==> src/rtl/mack_bus_master.sv <==
// Mackerel 68000-style bus initiator.
// Turns a req/done handshake into an AS/UDS/LDS bus cycle with DTACK timeout.
module mack_bus_master #(
  parameter int TIMEOUT = 64
) (
  input  logic        clk,
  input  logic        rst,
  input  logic        req,
  input  logic        req_rw,
  input  logic [22:0] req_addr,
  input  logic [15:0] req_wdata,
  input  logic [1:0]  req_be,
  output logic        busy,
  output logic        done,
  output logic        berr,
  output logic [15:0] rdata,
  output logic [22:0] addr,
  output logic [15:0] d_out,
  output logic        d_oe,
  input  logic [15:0] d_in,
  output logic        as,
  output logic        uds,
  output logic        lds,
  output logic        rw,
  input  logic        dtack
);

  typedef enum logic [2:0] {
    S_IDLE,
    S_ADDR,
    S_STRB,
    S_WAIT,
    S_SAMPLE,
    S_RELEASE
  } state_t;

  localparam logic [15:0] LAST = 16'(TIMEOUT - 1);

  state_t      state;
  logic        l_rw;
  logic [1:0]  l_be;
  logic        err;
  logic [15:0] cnt;
  logic        dtack_m;
  logic        dtack_s;

  always_ff @(posedge clk) begin
    if (rst) begin
      state   <= S_IDLE;
      l_rw    <= 1'b1;
      l_be    <= 2'b11;
      err     <= 1'b0;
      cnt     <= '0;
      dtack_m <= 1'b1;
      dtack_s <= 1'b1;
      busy    <= 1'b0;
      done    <= 1'b0;
      berr    <= 1'b0;
      rdata   <= '0;
      addr    <= '0;
      d_out   <= '0;
      d_oe    <= 1'b0;
      as      <= 1'b1;
      uds     <= 1'b1;
      lds     <= 1'b1;
      rw      <= 1'b1;
    end else begin
      dtack_m <= dtack;
      dtack_s <= dtack_m;
      done    <= 1'b0;
      berr    <= 1'b0;
      unique case (state)
        S_IDLE: begin
          if (req) begin
            l_rw  <= req_rw;
            l_be  <= (req_be == 2'b00) ? 2'b11 : req_be;
            err   <= 1'b0;
            addr  <= req_addr;
            rw    <= req_rw;
            d_oe  <= ~req_rw;
            busy  <= 1'b1;
            state <= S_ADDR;
            if (!req_rw) d_out <= req_wdata;
          end
        end
        S_ADDR: begin
          as    <= 1'b0;
          state <= S_STRB;
          if (l_rw) begin
            uds <= ~l_be[1];
            lds <= ~l_be[0];
          end
        end
        S_STRB: begin
          cnt   <= '0;
          state <= S_WAIT;
          // Writes strobe one cycle after AS so data is settled first.
          if (!l_rw) begin
            uds <= ~l_be[1];
            lds <= ~l_be[0];
          end
        end
        S_WAIT: begin
          if (!dtack_s) begin
            state <= S_SAMPLE;
          end else if (cnt == LAST) begin
            err   <= 1'b1;
            cnt   <= '0;
            as    <= 1'b1;
            uds   <= 1'b1;
            lds   <= 1'b1;
            d_oe  <= 1'b0;
            state <= S_RELEASE;
          end else begin
            cnt <= cnt + 16'd1;
          end
        end
        S_SAMPLE: begin
          if (l_rw) rdata <= d_in;
          cnt   <= '0;
          as    <= 1'b1;
          uds   <= 1'b1;
          lds   <= 1'b1;
          d_oe  <= 1'b0;
          state <= S_RELEASE;
        end
        S_RELEASE: begin
          if (dtack_s) begin
            busy  <= 1'b0;
            done  <= ~err;
            berr  <= err;
            state <= S_IDLE;
          end else if (cnt == LAST) begin
            busy  <= 1'b0;
            berr  <= 1'b1;
            state <= S_IDLE;
          end else begin
            cnt <= cnt + 16'd1;
          end
        end
        default: state <= S_IDLE;
      endcase
    end
  end

endmodule

==> config.mk <==
export PLATFORM = sky130hd
export DESIGN_NAME = mack_bus_master
export DESIGN_NICKNAME = d
export VERILOG_FILES = /design/src/rtl/mack_bus_master.sv
export SDC_FILE = /design/constraint.sdc
export NUM_CORES = 1
export LEC_CHECK = 0
export CAP_MARGIN = 10
export CORE_ASPECT_RATIO = 1.2
export CORE_MARGIN = 1.5
export CORE_UTILIZATION = 35
export DETAILED_ROUTE_END_ITERATION = 10
export PLACE_DENSITY = 0.77
export SYNTH_ARGS = -nofsm -noshare
export SYNTH_HDL_FRONTEND = slang
export SYNTH_SLANG_ARGS = --single-unit
==> constraint.sdc <==
create_clock -name clk -period 1.76 [get_ports clk]
set_input_delay 0.264 -clock clk [delete_from_list [all_inputs] [get_ports clk]]
set_output_delay 0.264 -clock clk [all_outputs]
set_load 0.01 [all_outputs]
# After elaboration in Yosys (flattened, before gate mapping)

Index checks and enable logic that the tools add are counted.

Word-level logic and storage cells: 92
Bits of input ports: 62
Bits in registers: 87
Output and inout port bits: 63

Bitwise gates (word level): 6
Eq/ne operators: 15
Multiplexer cells: 32
$add $sub $neg: 1
Reduce and logical (&&, ||, !) cells: 21

Operators by type and width:

| operator              | number |
|---|---|
| $mux 16               | 4 |
| $pmux 16 s3           | 1 |
| $pmux 3 s6            | 1 |
| $add 16x1->16 const B | 1 |
| $eq 16x6->1 const B   | 1 |
| $mux 3                | 5 |
| $mux 1                | 14 |
| $ne 2x2->1 const B    | 7 |
| $reduce_and 3->1      | 4 |
| $reduce_and 4->1      | 3 |
| $reduce_bool 3->1     | 3 |
| $pmux 1 s4            | 2 |
| $eq 3x2->1 const B    | 2 |
| $eq 3x3->1 const B    | 2 |
| $ne 3x3->1 const B    | 2 |
| $not 1->1             | 6 |
| $pmux 1 s3            | 2 |
| $reduce_and 5->1      | 1 |
| $pmux 1 s2            | 2 |
| $reduce_and 2->1      | 2 |
| $reduce_bool 2->1     | 2 |
| $reduce_bool 4->1     | 1 |
| $reduce_or 2->1       | 2 |
| $eq 3x1->1 const B    | 1 |
| 4 further kinds       | 4 |

# Logic depth before layout (Yosys ltp)

Gate-level depths: netlist (run 1).

Depth in word-level cells: 4
Depth in mapped cells: 7
Gate-level depth less buffers: 6

# Worst setup path before layout (run 1)

OpenSTA, ideal clock, no wires.

Path type: flip-flop to flip-flop
Start: register cnt[0]
End: register d_oe
Stages on the path, launching flop included: 7
Path buffers: 0
Data arrival time: 1.820 ns
Setup slack: -0.176 ns
Period minus slack after synthesis: 1.936 ns
Cell sequence: dfxtp_1 ha_1 nor4b_4 nand3_2 or4_4 and4b_1 a31o_1

Word-level cells in the longest chain between the ends: 3

Ends and longest elaborated chain:

| what                              | RTL line | text |
|---|---|---|
| from (decl)                       | 43       | `logic [15:0] cnt;` |
| from (signal assigned)            | 115      | `cnt <= cnt + 16'd1;` |
| from (signal assigned)            | 138      | `cnt <= cnt + 16'd1;` |
| $eq 16x6->1                       | 106      | `end else if (cnt == LAST) begin` |
| $ne 2x2->1 (no source line)       | -        |  |
| $reduce_and 4->1 (no source line) | -        |  |
| to (signal assigned)              | 80       | `d_oe <= ~req_rw;` |
| to (decl)                         | 19       | `output logic d_oe,` |

No other way between the ends.
A chain may end at the register's enable or synchronous reset.

# Worst setup path after layout (run 1)

Start: register cnt[9]
End: register cnt[1]

Word-level cells in the longest chain between the ends: 4

Ends and longest elaborated chain:

| what            | RTL line | text |
|---|---|---|
| $eq 16x6->1 (*) | 106, 133 |  |
| $mux 16         | 106      |  |
| $mux 16         | 104      | `if (!dtack_s) begin` |
| $pmux 16 s3     | 72       | `unique case (state)` |

Every way passes the cells marked *; elsewhere a longest branch is shown, timed or not. The select of a mux whose other input is x is not followed.

==> results of run 1 <==
## flip-flops by register name (all words and copies together) (netlist names), 2 cells and up
signal and count:
addr 23, cnt 16, d_out 16, l_be 2, rdata 16, state 3
## worst min path at each step
stage,end,from,slack [ns],cells after the start
after floorplan,dtack_m,dtack,0.37,1
after global placement,dtack_s,dtack_m,0.40,1
after detailed placement,dtack_s,dtack_m,0.41,1
after CTS,state[1],rst,0.23,2
after global routing,state[1],rst,0.26,2
final,state[1],rst,0.25,2
## through the flow
stage                     TNS (ns)  hold slack, ns
final                       -0.258           0.249
after global routing         -1.93           0.257
after CTS                   -0.138           0.230
after detailed placement     -1.14           0.411
after global placement      -0.620           0.400
after floorplan                  0           0.368
## final cells by class
cell class,count,area (um2),area share (%)
clock buffer,10,229,4.03
clock inverter,6,92.6,1.63
inverter,4,15.0,0.264
multi-input combinational,313,1820,32.1
sequential,87,1760,31.0
tap,123,154,2.71
timing repair buffer,170,1610,28.3
## report_power, final
part           switching, W  leakage, nW  internal [W]
Sequential        0.0000567        0.711       0.00206
Combinational      0.000335         1.24      0.000419
Clock              0.000807        0.150       0.00125
Total               0.00120         2.10       0.00373
## repair_timing
item,CTS,global route
gates resized for setup,3,41
setup endpoints to repair,11,42
cloned,0,1
pin swaps,3,15
setup buffers,1,5
## synth_stat cells (2+ instances only)
cell	count	area, um2
a211oi_1	3	22.5
a21boi_0	2	15.0
a21o_1	2	15.0
a21oi_1	66	330
and2_1	4	25.0
and3_1	5	31.3
and4_1	2	17.5
buf_2	2	10.0
clkbuf_1	21	78.8
dfxtp_1	87	1740
inv_1	4	15.0
mux2i_1	2	20.0
nand2_1	120	450
nand2b_1	4	25.0
nand3_1	8	40.0
nand3b_1	2	15.0
nand4_1	2	12.5
nor2_1	23	86.3
nor2b_1	3	18.8
nor3_1	4	20.0
nor3b_1	2	15.0
nor4_1	2	12.5
o2111ai_1	3	26.3
o211ai_1	4	30.0
o21ai_0	7	35.0
o21bai_1	3	22.5
o22ai_1	2	12.5
o31ai_1	2	15.0
or2_2	3	18.8
or3_1	3	18.8
xor2_1	10	87.6
## critical path: cells and delay by family (launching register included)
| family | cells | cell delay [ns] |
|---|---|---|
| flops | 1 | 0.35 |
| compound gates | 1 | 0.17 |
| simple gates | 3 | 0.81 |
| buf+inv | 2 | 0.38 |
## logic make-up after synthesis
| logic type | count (synthesis) | share of synthesized area, % |
|---|---|---|
| simple gates | 198 | 26.7 |
| compound gates | 102 | 17.0 |
| flops | 87 | 49.8 |
| buf+inv | 28 | 3.07 |
| xor+xnor | 10 | 2.50 |
| mux | 2 | 0.572 |
| fa+ha+maj | 1 | 0.357 |
## routing by layer
layer  vias to the layer above  part of all wire, %  GRT usage (%)
met5                         -                    0              0
met1                      1665                   40           20.3
met4                         0                  1.9           6.77
met3                        19                  6.5           4.95
met2                       114                   52           32.7
li1                       1773                    -              -
## cells in the final DEF, fill, tap and decap left out, types with 3 or more instances in the layout
master           Yosys  layout
dfxtp_1             87      79
o21ai_0              7       4
clkdlybuf4s50_1      0     123
o21ai_2              0       3
o21bai_1             3       3
and3_1               5       5
dfxtp_2              0       5
nand2b_1             4       3
a211oi_2             0       3
clkbuf_16            0       9
nand3_2              1       3
dfxtp_4              0       3
buf_4                0      42
and2_1               4       4
o211ai_1             4       4
nand3_1              8       6
nand2_1            120     120
xor2_1              10      10
or2_2                3       3
nor3_2               1       3
or3_1                3       3
a21oi_1             66      65
inv_1                4       4
nor2_1              23      22
buf_6                0       3
==> results_dict.tcl, run 1 <==
set metrics [dict create \
    status "finished with violations" \
    violations "setup timing" \
    crit_path_max_fanout 4 \
    rsz0062_at_grt "true" \
    design_area_mm2 0.00568 \
    crit_end "cnt[1]" \
    dieArea_mm2 0.0106 \
    drt-total-wl_um 9920 \
    cts.reportedPaths.clkPinSlew_ns 0.06 \
    cts_sinks 87 \
    drv_cap 0 \
    nFillCells 808 \
    cts.root.buffer_cell "clkbuf_16" \
    postCtsHoldBufs 0 \
    crit_chain "nor4_4 > nand4_1 > buf_4 > buf_6 > nor2b_4 > a22o_1" \
    dpl-instance-area_mm2 0.00512 \
    ys_ff_latch 87 \
    gp_congestion 0.882 \
    drive_above_1_share_pct 17.8 \
    timing.fmax_ghz 0.546 \
    layout.nets 648 \
    min_period_ns 1.83 \
    crit_path_end_kind "flop" \
    dp_cells 690 \
    syn_avg_cell_area_um2 8.18 \
    syn_area_mm2 0.00350 \
    overflow 0 \
    max_stage_delay_ns 0.40 \
    cts_max_level 3 \
    drc 0 \
    instances_no_fill 713 \
    cts_tree "yes" \
    r2r_cells 6 \
    synth-edff-count 0 \
    synthCells 428 \
    synthesis.nets 491 \
    crit_type "flop to flop" \
    die_w_um 94.3 \
    crit_start "cnt[9]" \
    cts_buffers 9 \
    wl_per_cell_um 13.9 \
    rows 39 \
    tightest_slew_ns 0.470 \
    drt_iter0_drc 199 \
    power_w 0.00493 \
    start_util_pct 36.4 \
    cp_slowest_cell "nor4_4" \
    num_vias 3571 \
    grt_start_max_net_pins 38 \
    postLayoutCoreUtil_pct 59.1 \
    p_per_area_mw_per_mm2 868 \
    critPathRequiredTime_ns 1.99 \
    diodes 0 \
    finalHoldViolations 0 \
    arrival_ns 2.06 \
    cp-start-kind "flop" \
    drv_slew 0 \
    worst_r2r_endpoint "cnt[1]" \
    clockBufferDepth 2 \
    clock_latency_ns 0.34 \
    ant_nets 0 \
    io_pins 125 \
    synthArstFlopShare_pct 0 \
    setup_slack_ns -0.0729 \
    synth.distinct_cells 52 \
    peakVddDrop_mv 0.662 \
    globalRouteTotalUtil_pct 18.3 \
    final-setup-viol-count 10 \
    synth_seq_area_share_pct 49.8 \
    first_pass_iters 4 \
    core_mm2 0.00961 \
    finalCritPeriodShare_pct 104 \
    place_hpwl_um 6810 \
    synthToLayoutAreaGrowth_pct 62.2 \
    pre_cts_slack_ns -0.201 \
    p_leak_nw 2.10 \
    die_height_um 113 \
    relSlewSlack_pct 68.7 \
    grt_pass1_vias 3453 \
    synthFlopType "dfxtp_1" \
    vias_per_cell 5.01 \
    r2r-start "cnt[9]" \
    yosys_warnings 0 \
    final.setup_skew_ns 0.00794 \
    port_buffers 124 \
    hold_path_class "primary input to flop" \
    r2r_slack_ns -0.07 \
    grt_pass1_wl_um 15800 \
    antenna_found_initial 0 \
]
Power figures use the tool's default switching activity.
==> run 2: changes to the inputs <==
DONT_BUFFER_PORTS = 1   (was default)
PLACE_DENSITY = 0.6   (was 0.77)
SLEW_MARGIN = 30   (was default)
==> results_dict.tcl, run 2 (same netlist as run 1, synthesis figures left out) <==
set metrics [dict create \
    crit_end "d_oe" \
    cts_buffers 9 \
    relSlewSlack_pct 64.5 \
    drt_iter0_drc 88 \
    arrival_ns 2.07 \
    core_mm2 0.00961 \
    fin_setup_tns_ns -0.0774 \
    crit_type "flop to flop" \
    worst_r2r_endpoint "d_oe" \
    finalHoldViolations 0 \
    globalRouteTotalUtil_pct 17.0 \
    clock_latency_ns 0.34 \
    largest_reg_flops 23 \
    synthToLayoutAreaGrowth_pct 23.4 \
    r2r-start "cnt[1]" \
    hold_path_class "primary input to flop" \
    overflow 0 \
    dieArea_mm2 0.0106 \
    p_leak_nw 1.61 \
    max_stage_delay_ns 0.45 \
    port_buffers 0 \
    layout.nets 524 \
    cts_tree "yes" \
    min_period_ns 1.84 \
    drv_slew 0 \
    grt_pass1_wl_um 14000 \
    crit_path_max_fanout 3 \
    drc 0 \
    cp_slowest_cell "or4_4" \
    rsz0062_at_grt "true" \
    drt-total-wl_um 8960 \
    drive_above_1_share_pct 17.6 \
    gp_congestion 0.791 \
    cp-start-kind "flop" \
    dpl-instance-area_mm2 0.00389 \
    critPathRequiredTime_ns 1.99 \
    io_pins 125 \
    cts.reportedPaths.clkPinSlew_ns 0.06 \
    wl_per_cell_um 15.2 \
    place_hpwl_um 6160 \
    r2r_cells 6 \
    power_w 0.00450 \
    final_cell_mix "nand2_1, dfxtp_1, a21oi_1" \
    antenna_found_initial 0 \
    start_util_pct 36.4 \
    crit_chain "ha_4 > nor4b_4 > nand3_2 > or4_4 > and4b_1 > a31o_1" \
    cts_sinks 87 \
    setup_slack_ns -0.0774 \
    ant_nets 0 \
    grt_pass1_vias 2970 \
    first_pass_iters 4 \
    final_common_cell "nand2_1" \
    crit_path_end_kind "flop" \
    finalCritPeriodShare_pct 104 \
    die_w_um 94.3 \
    diodes 0 \
    p_per_area_mw_per_mm2 1040 \
    die_height_um 113 \
    cts.root.buffer_cell "clkbuf_16" \
    drv_cap 0 \
    grt_start_max_net_pins 61 \
    num_vias 3036 \
    crit_start "cnt[1]" \
    final-setup-viol-count 1 \
    design_area_mm2 0.00432 \
    final.setup_skew_ns 0.00379 \
    r2r_slack_ns -0.08 \
    vias_per_cell 5.15 \
    timing.fmax_ghz 0.544 \
    clockBufferDepth 2 \
    top_register "addr" \
    cts_max_level 3 \
    violations "setup timing" \
    rows 39 \
    peakVddDrop_mv 0.563 \
    status "finished with violations" \
    tightest_slew_ns 0.533 \
]
run 2: cell types whose count changed in the layout (fill, tap and decap cells not counted), sizes merged:
cell           before  now
clkinvlp            2    0
clkdlybuf4s50     123    0
dlygate4sd3         0    2
bufinv              2    1
buf                47   44
clkinv              0    3
run 2: what timing repair did:
item | in CTS | in global routing
cloned | 0 | 1
hold buffers | 2 | 1
hold endpoints to repair | 60 | 1
pin swaps | 1 | 0
setup endpoints to repair | 15 | 23
resized for setup | 2 | 12
setup buffers | 1 | 0
run 2: area by class of cell:
cell class	count	area, um2
clock buffers	10	239
multi-input cells	313	1720
flip-flops and latches	87	1750
clock inverters	6	66.3
well taps	123	154
fillers	974	5300
repair buffers	46	370
inverters	4	15.0
run 2: how the worst min path moves through the flow:
stage          startpoint       end  slack (ns)  cells after the start
3_3_place_gp          rst  rdata[0]        0.34                      1
3_5_place_dp          rst  rdata[0]        0.35                      1
2_1_floorplan       dtack   dtack_m        0.37                      1
4_1_cts               rst      berr        0.01                      1
5_1_grt             dtack   dtack_m        0.02                      1
6_report            dtack   dtack_m        0.03                      1
run 2: report_power, final:
group,switching [W],leakage [nW],internal [W]
clock,0.000786,0.153,0.00115
sequential,0.000106,0.709,0.00206
combinational,0.000228,0.744,0.000178
run 2: metrics by stage:
stage | cells | hold WS (ns) | util (%) | worst slack [ns]
floorplan | 428 | 0.368 | - | 0.0264
global placement | 568 | 0.344 | 40.5 | -0.157
detailed placement | 568 | 0.346 | 40.5 | -0.168
CTS | 587 | 0.0118 | 44.2 | -0.0731
global route | 589 | 0.0247 | 44.9 | -0.124
finish | 589 | 0.0291 | 44.9 | -0.0774
run 2: worst max-delay path: cells and delay by family, from the launching register on:
kind | cells | cell delay, ns
AOI/OAI and AO/OA | 1 | 0.18
and+or+nand+nor | 4 | 1.07
adders and majority gates | 1 | 0.13
DFF | 1 | 0.36
run 2: layer usage:
metal  wire [um]  track usage (%)  vias to the layer above
li1            -                -                     1518
met2        4570             30.0                       93
met3         680             5.69                       13
met4         149             7.46                        0
met5           0                0                        -
met1        3560             18.3                     1412
==> run 3: changes to the inputs <==
PLACE_DENSITY = 0.57   (was 0.6)
==> results_dict.tcl, run 3 (same netlist as run 1, synthesis figures left out) <==
set metrics [dict create \
    status "finished with violations" \
    violations "setup timing" \
    antenna_found_initial 0 \
    cts.reportedPaths.clkPinSlew_ns 0.06 \
    crit_path_max_fanout 3 \
    port_buffers 0 \
    cts_tree "yes" \
    clock_latency_ns 0.34 \
    grt_start_max_net_pins 61 \
    largest_reg_flops 23 \
    die_height_um 113 \
    final_cell_mix "nand2_1, dfxtp_1, a21oi_1" \
    cp-start-kind "flop" \
    drc 0 \
    overflow 0 \
    crit_start "cnt[0]" \
    timing.fmax_ghz 0.544 \
    gr-usage-met3_pct 6.91 \
    rsz0062_at_grt "true" \
    rows 39 \
    p_leak_nw 1.69 \
    globalRouteTotalUtil_pct 17.1 \
    finalHoldViolations 0 \
    power_w 0.00483 \
    final-setup-viol-count 10 \
    core_mm2 0.00961 \
    top_register "addr" \
    grt_pass1_wl_um 14400 \
    hold_path_class "primary input to flop" \
    io_pins 125 \
    peakVddDrop_mv 0.703 \
    cts_buffers 9 \
    drv_slew 0 \
    worst_r2r_endpoint "state[2]" \
    drive_above_1_share_pct 22.6 \
    gp_congestion 0.756 \
    num_vias 3104 \
    design_area_mm2 0.00452 \
    relSlewSlack_pct 65.8 \
    dieArea_mm2 0.0106 \
    r2r_slack_ns -0.08 \
    die_w_um 94.3 \
    seq_area_mm2 0.00175 \
    finalCritPeriodShare_pct 105 \
    vias_per_cell 5.21 \
    postLayoutCoreUtil_pct 47.1 \
    setup_slack_ns -0.0794 \
    layout.nets 531 \
    final.setup_skew_ns 0.00642 \
    dpl-instance-area_mm2 0.00393 \
    tightest_slew_ns 0.513 \
    wl_per_cell_um 15.1 \
    multi_input_area_mm2 0.00181 \
    diodes 0 \
    grt.busiest_layer "met2" \
    r2r-start "cnt[0]" \
    place_hpwl_um 6140 \
    cts_sinks 87 \
    critPathRequiredTime_ns 1.98 \
    nFillCells 896 \
    drt-total-wl_um 8990 \
    cts_max_level 3 \
    use_met2_pct 28.0 \
    r2r_cells 7 \
    arrival_ns 2.06 \
    p_per_area_mw_per_mm2 1070 \
    final_common_cell "nand2_1" \
    cts.root.buffer_cell "clkbuf_16" \
    grtUsageMet1_pct 20.1 \
    clockBufferDepth 2 \
    drt_iter0_drc 135 \
    grt_pass1_vias 3045 \
    min_period_ns 1.84 \
    crit_type "flop to flop" \
    start_util_pct 36.4 \
    first_pass_iters 4 \
    crit_path_end_kind "flop" \
    ant_nets 0 \
    drv_cap 0 \
    crit_end "state[2]" \
    synthToLayoutAreaGrowth_pct 29.2 \
]
run 3: stage by stage:
stage          setup TNS [ns]  worst slack, ns  hold slack (ns)  cells
6_report               -0.545          -0.0794           0.0317    596
5_1_grt                 -2.02           -0.187           0.0221    596
4_1_cts                -0.116          -0.0478          0.00625    594
3_5_place_dp            -1.12           -0.165            0.348    573
3_3_place_gp           -0.676           -0.126            0.344    573
2_1_floorplan               0           0.0264            0.368    428
run 3: area by class of cell:
class                      count  area share [%]
timing repair buffer          53            9.60
multi-input combinational    313            40.1
inverter                       4           0.332
sequential                    87            38.7
clock inverter                 7            2.90
clock buffer                   9            4.98
tap                          123            3.40
run 3: report_power, final:
group | switching, W | internal, W
clock network | 0.000822 | 0.00141
logic | 0.000236 | 0.000194
registers | 0.000109 | 0.00206
total | 0.00117 | 0.00366
run 3: worst max-delay path, cell delays in order, from the launching register on:
cell	delay [ns]
dfxtp_4	0.36
ha_4	0.13
nor4b_4	0.28
nand4_1	0.27
buf_4	0.23
a21boi_1	0.21
a2bb2oi_1	0.18
nor2_1	0.05
run 3: per-layer routing:
metal  vias up  wire (um)
met1      1451       3750
li1       1546          -
met2        92       4450
met3        15        634
met4         0        150
met5         -          0
run 3: timing repair:
| action | CTS | global route |
|---|---|---|
| pin swaps | 4 | 12 |
| endpoints found under the hold margin | 60 | 1 |
| setup buffers | 2 | 1 |
| hold buffers | 2 | 1 |
| endpoints found under the setup margin | 18 | 39 |
| resized for setup | 11 | 28 |
| gates cloned | 1 | 0 |
run 3: worst min path at each step:
stage,end,start,depth (start not counted),slack [ns]
5_1_grt,dtack_s,rst,1,0.02
6_report,dtack_m,dtack,1,0.03
3_3_place_gp,rdata[1],rst,1,0.34
2_1_floorplan,dtack_m,dtack,1,0.37
4_1_cts,berr,rst,1,0.006
3_5_place_dp,rdata[2],rst,1,0.35
